**src/rtl/pc_pkg.sv**
```systemverilog
// Shared types and constants for the program-counter unit.
package pc_pkg;

    // Next-PC source selector; encodings 5..7 fall back to sequential fetch.
    typedef enum logic [2:0] {
        SEQ    = 3'd0,
        BRANCH = 3'd1,
        JALR   = 3'd2,
        RET    = 3'd3,
        TRAP   = 3'd4
    } pcsel_e;

    // Byte distance between consecutive 32-bit instructions.
    localparam int PC_INC = 4;

endpackage

```
**src/rtl/pc_unit_ras_stack.sv**
```systemverilog
// Circular return-address stack.
// A push overwrites the oldest entry once the stack is full.
// A pop on an empty stack is ignored.
module ras_stack #(
    parameter int WIDTH     = 32,
    parameter int RAS_DEPTH = 4
) (
    input  logic             clk,
    input  logic             rst_n,
    input  logic             push,
    input  logic             pop,
    input  logic [WIDTH-1:0] push_data,
    output logic [WIDTH-1:0] top_data,
    output logic             empty,
    output logic             full
);

    localparam int PW = (RAS_DEPTH > 1) ? $clog2(RAS_DEPTH) : 1;
    localparam int CW = $clog2(RAS_DEPTH + 1);

    logic [WIDTH-1:0] mem_q [RAS_DEPTH];
    logic [PW-1:0]    top_q, top_d, wr_ptr;
    logic [CW-1:0]    count_q, count_d;

    assign wr_ptr   = top_q + PW'(1);
    assign top_data = mem_q[top_q];
    assign empty    = (count_q == '0);
    assign full     = (count_q == CW'(RAS_DEPTH));

    // Pointer and count update. The pointer wraps naturally;
    // the count saturates at the depth.
    always_comb begin
        top_d   = top_q;
        count_d = count_q;
        if (push) begin
            top_d = wr_ptr;
            if (!full) begin
                count_d = count_q + CW'(1);
            end
        end else if (pop && !empty) begin
            top_d   = top_q - PW'(1);
            count_d = count_q - CW'(1);
        end
    end

    // Pointer and count registers.
    always_ff @(posedge clk or negedge rst_n) begin
        if (!rst_n) begin
            top_q   <= '0;
            count_q <= '0;
        end else begin
            top_q   <= top_d;
            count_q <= count_d;
        end
    end

    // Entry storage. The contents are don't-care after reset, so this block has no reset.
    always_ff @(posedge clk) begin
        if (push) begin
            mem_q[wr_ptr] <= push_data;
        end
    end

endmodule

```
**src/rtl/pc_unit.sv**
```systemverilog
// Fetch program counter with next-PC selection, misaligned-target
// trapping and a return-address stack.
module pc_unit
    import pc_pkg::*;
#(
    parameter int               WIDTH     = 32,
    parameter logic [WIDTH-1:0] RESET_PC  = 32'h0000_0000,
    parameter logic [WIDTH-1:0] TRAP_VEC  = 32'h0000_0100,
    parameter int               RAS_DEPTH = 4
) (
    input  logic             clk,
    input  logic             rst_n,
    input  logic             en,
    input  logic [2:0]       pcsel,
    input  logic [WIDTH-1:0] immop,
    input  logic [WIDTH-1:0] rs1,
    input  logic             call,
    output logic [WIDTH-1:0] pc,
    output logic [WIDTH-1:0] pc_plus4,
    output logic             misaligned,
    output logic             ras_underflow,
    output logic             ras_empty,
    output logic             ras_full
);

    pcsel_e           sel;
    logic [WIDTH-1:0] pc_q, pc_d;
    logic [WIDTH-1:0] br_tgt, jalr_sum, jalr_tgt, ras_top;
    logic             misaligned_q, misaligned_d;
    logic             underflow_q, underflow_d;
    logic             push, pop;

    assign sel      = pcsel_e'(pcsel);
    assign pc_plus4 = pc_q + WIDTH'(PC_INC);
    assign br_tgt   = pc_q + immop;
    assign jalr_sum = rs1 + immop;
    assign jalr_tgt = jalr_sum & ~WIDTH'(1);

    assign pc            = pc_q;
    assign misaligned    = misaligned_q;
    assign ras_underflow = underflow_q;

    ras_stack #(
        .WIDTH     (WIDTH),
        .RAS_DEPTH (RAS_DEPTH)
    ) u_ras (
        .clk       (clk),
        .rst_n     (rst_n),
        .push      (push),
        .pop       (pop),
        .push_data (pc_plus4),
        .top_data  (ras_top),
        .empty     (ras_empty),
        .full      (ras_full)
    );

    // Next-PC selection, alignment trap and stack control. A stall holds
    // everything and clears the one-cycle flags.
    always_comb begin
        pc_d         = pc_plus4;
        misaligned_d = 1'b0;
        underflow_d  = 1'b0;
        push         = 1'b0;
        pop          = 1'b0;
        case (sel)
            BRANCH: begin
                if (br_tgt[1]) begin
                    pc_d         = TRAP_VEC;
                    misaligned_d = 1'b1;
                end else begin
                    pc_d = br_tgt;
                    push = call;
                end
            end
            JALR: begin
                if (jalr_tgt[1]) begin
                    pc_d         = TRAP_VEC;
                    misaligned_d = 1'b1;
                end else begin
                    pc_d = jalr_tgt;
                    push = call;
                end
            end
            RET: begin
                if (ras_empty) begin
                    underflow_d = 1'b1;
                end else begin
                    pc_d = ras_top;
                    pop  = 1'b1;
                end
            end
            TRAP:    pc_d = TRAP_VEC;
            default: pc_d = pc_plus4;
        endcase
        if (!en) begin
            pc_d         = pc_q;
            misaligned_d = 1'b0;
            underflow_d  = 1'b0;
            push         = 1'b0;
            pop          = 1'b0;
        end
    end

    // PC and flag registers.
    always_ff @(posedge clk or negedge rst_n) begin
        if (!rst_n) begin
            pc_q         <= RESET_PC;
            misaligned_q <= 1'b0;
            underflow_q  <= 1'b0;
        end else begin
            pc_q         <= pc_d;
            misaligned_q <= misaligned_d;
            underflow_q  <= underflow_d;
        end
    end

endmodule

```
**config.mk**
```make
export PLATFORM = sky130hd
export DESIGN_NAME = pc_unit
export DESIGN_NICKNAME = d
export VERILOG_FILES = /design/src/rtl/pc_pkg.sv /design/src/rtl/pc_unit_ras_stack.sv /design/src/rtl/pc_unit.sv
export SDC_FILE = /design/constraint.sdc
export NUM_CORES = 1
export LEC_CHECK = 0
export BUFFER_PORTS_ARGS = -buffer_cell sky130_fd_sc_hd__buf_2
export CAP_MARGIN = 10
export CORE_MARGIN = 8
export CORE_UTILIZATION = 64
export DETAILED_ROUTE_END_ITERATION = 10
export GPL_TIMING_DRIVEN = 0
export PLACE_DENSITY_LB_ADDON = 0.15
export REMOVE_ABC_BUFFERS = 1
export SYNTH_ARGS = -nofsm -noshare
export SYNTH_HDL_FRONTEND = slang
export SYNTH_SLANG_ARGS = --single-unit
```
**constraint.sdc**
```tcl
create_clock -name clk -period 8.4 [get_ports clk]
set_input_delay 0.84 -clock clk [delete_from_list [all_inputs] [get_ports clk]]
set_output_delay 0.84 -clock clk [all_outputs]
set_load 0.05 [all_outputs]
```
==> metrics.txt <==
hold crit path type=reg -> reg; cell mode on critical path=and3_1; Area Growth Syn to Fin=14.2%; XOR/XNOR Fraction of Synth Area=0.0640; Synth Instances=1012; setup tns final=0 ps; DR pass1 iterations=8; largest family of logic cells by synthesized area=compound AO/OA/AOI/OAI gates; total track usage=0.299; slew margin rel.=0.210; Max stage delay cell, worst path=xnor2_1; TritonCTS buffer count=17; drt via density=about 6.8; Pleak=5.01 nW; first-pass GRT wire length=50200 um; Post-Synth Adder-Cell Area=0.0809; DRC errors left=0; delay-heaviest family, CP=simple AND/OR/NAND/NOR gates; # clock sinks=167; hold_sp=u_ras.count_q[2]$_DFFE_PN0P_; worst-margin pin slew=between 1000 and 1500 ps; CP startpoint kind=register; Die Area=~0.022 mm^2; drt initial violations=about 1000; largest net degree at the start of global routing=57; most common cell after layout, fill and taps aside=buf_2; # rows=48; vias in the first global route=9136; via count=9259; Hold Crit Endpoint=u_ras.count_q[2]$_DFFE_PN0P_; final worst path period share=0.511; crit-path cells=ha_1, and3_1, and3_1, nand2_1, nor2_1, and3_1, nand3_1, xnor2_1, buf_2; Buf+Inv Stages, Crit Path=1; CTS max path bufs=2; final hold violations=0; number of H-tree levels=4; synth unique cells=82; Worst Setup Path Type=reg -> out; post-DP HPWL=between 20000 and 25000 um; Yosys top cell area share=0.351; post-cts resize count=0; Yosys warning total=0; Largest stage delay, worst path=around 500 ps; worst hold slack=between 500 and 600 ps; global route overflow=0; initial antenna violation count=0; min Tclk post-route=4290 ps; Area contributors post-synth=edfxtp_1, dfrtp_1, ha_1; Synth Register Bits=about 170; I/O pin cnt=about 140; total power=approximately 0.0036 W; reg-to-reg critical path endpoint=u_ras.count_q[2]$_DFFE_PN0P_; Synth Area in Simple Gates=0.132; share of layout cells above drive strength 1=0.212; fin nets=1270; CTS tree=yes; final antenna-violating net count=0; Power per Cell Area=around 290 mW/mm^2; Hold Crit Depth=1; worst r2r src=pc[0]$_DFFE_PN0P_; Max VDD drop=about 0.23 mV; ys async rst share=0.234; CTS root buf=clkbuf_16; WP data arrival=approximately 3500 ps; n_diodes=0; Post-synth EDFFs=approximately 130; Avg Inst Size Synth=approximately 11 um^2; IO buf count=between 100 and 150; mux contribution to synthesized area=0.0714; Initial Util=0.644; WP data required=between 7000 and 8000 ps; Top FF cell, synth=edfxtp_1; Yosys top cell by area=edfxtp_1; gpl congestion=0.923; RSZ-0062 raised after global routing=no; FMAX=approximately 230 MHz; outcome=complete, no violations; postcts setup bufs=0; cts hold-fix bufs=0; MaxCap Viol Count=0; FF-to-FF path depth=9; Setup crit end kind=output port; total wire length=32200 um; Clock Latency Late Sink=around 440 ps; crit path max fanout=6; post-synthesis compound-gate area fraction=0.181; Clock transition at path regs=roughly 70 ps; die height=between 100 and 150 um; fin. max-slew vios=0; Die X=around 150 um; commonest cells after routing, fill and taps aside=buf_2, edfxtp_1, nand2_1, nor2_1; synthesized cell area=0.0109 mm^2; Final Setup Violations=0; Seq/Total Area, Yosys=0.440; clk_skew=approximately 11 ps; mean routed wirelength per cell=23.6 um; total core area=roughly 0.017 mm^2; r2r setup slk=around 4700 ps
[routing by layer]
| metal | global-route usage | part of all wire | vias to the layer above |
|---|---|---|---|
| li1 | - | - | 4164 |
| met1 | 0.394 | 0.41 | 4460 |
| met2 | 0.476 | 0.47 | 541 |
| met3 | 0.0603 | 0.091 | 94 |
| met4 | 0.120 | 0.033 | 0 |
| met5 | 0 | 0 | - |
[metrics by stage]
stage,util,cells,area [um^2],worst slack (ps)
after floorplan,-,960,10700,4470
after global placement,0.686,1323,11700,1980
after detailed placement,0.701,1336,11900,4160
after CTS,0.736,1368,12500,4190
after global routing,0.736,1368,12500,3950
final,0.736,1368,12500,4110
[synth_stat cells (all sizes together) (5+ instances only)]
master and instances:
xnor2 48, o21a 6, a22oi 9, a31oi 11, nor3 26, or3 5, a211oi 9, o311ai 5
mux2i 5, nor4 7, o21bai 7, nand4 17, nor2 78, a22o 5, and2 9, nand2 89
o22ai 9, inv 19, xor2 32, o211ai 10, dfrtp 39, a221oi 12, o21ai 53, and3 20
nand2b 7, a21oi 66, nor2b 6, mux4 32, buf 9, nand3 31, o31ai 9, a21o 25
edfxtp 128, clkbuf 40, ha 66, a221o 7
[report_power, final]
| group | switching (W) | internal (W) |
|---|---|---|
| Sequential | 0.000167 | 0.00101 |
| Clock | 0.000370 | 0.000422 |
| Combinational | 0.00103 | 0.000569 |
[kinds of logic after synthesis]
kind of cell	after synthesis
DFF	167
and+or+nand+nor	303
adders and majority gates	69
muxes	38
AOI/OAI and AO/OA	284
buffers and inverters	71
xor gates and xnor gates	80
[final cells by class]
cell class / count / area (um^2)
clock buffers: 17 / 425
clock inverters: 15 / 161
fillers: 1218 / 4490
inverters: 19 / 71.3
multi-input cells: 774 / 5820
flip-flops and latches: 167 / 4820
well taps: 225 / 282
repair buffers: 151 / 923
[flip-flops by register name, indices dropped and copies added (netlist names)]
register / cells
u_ras.top_q: 2
misaligned: 1
u_ras.mem_q: 128
pc: 32
u_ras.count_q: 3
ras_underflow: 1
[worst max path at each step]
stage / start / end / slack (ps) / depth (start not counted)
floorplan: pc[0]$_DFFE_PN0P_ / u_ras.mem_q[0][0]$_DFFE_PP_ / 4470 / 5
global placement: pcsel[2] / u_ras.count_q[1]$_DFFE_PN0P_ / 1980 / 6
detailed placement: immop[0] / u_ras.count_q[2]$_DFFE_PN0P_ / 4160 / 10
CTS: pc[2]$_DFFE_PN0P_ / pc_plus4[22] / 4190 / 9
global route: pc[2]$_DFFE_PN0P_ / pc_plus4[22] / 3950 / 9
finish: pc[2]$_DFFE_PN0P_ / pc_plus4[22] / 4110 / 9
[worst register-to-register path, cell delays in order, from the launching register on]
cell,delay [ps]
dfrtp_1,460
ha_1,260
fa_1,540
or3_1,750
a21boi_1,540
nand2_1,200
fa_1,460
xnor2_1,170
nor2_1,80
xor2_1,160
Note: power is estimated with default switching activity, not from simulation.
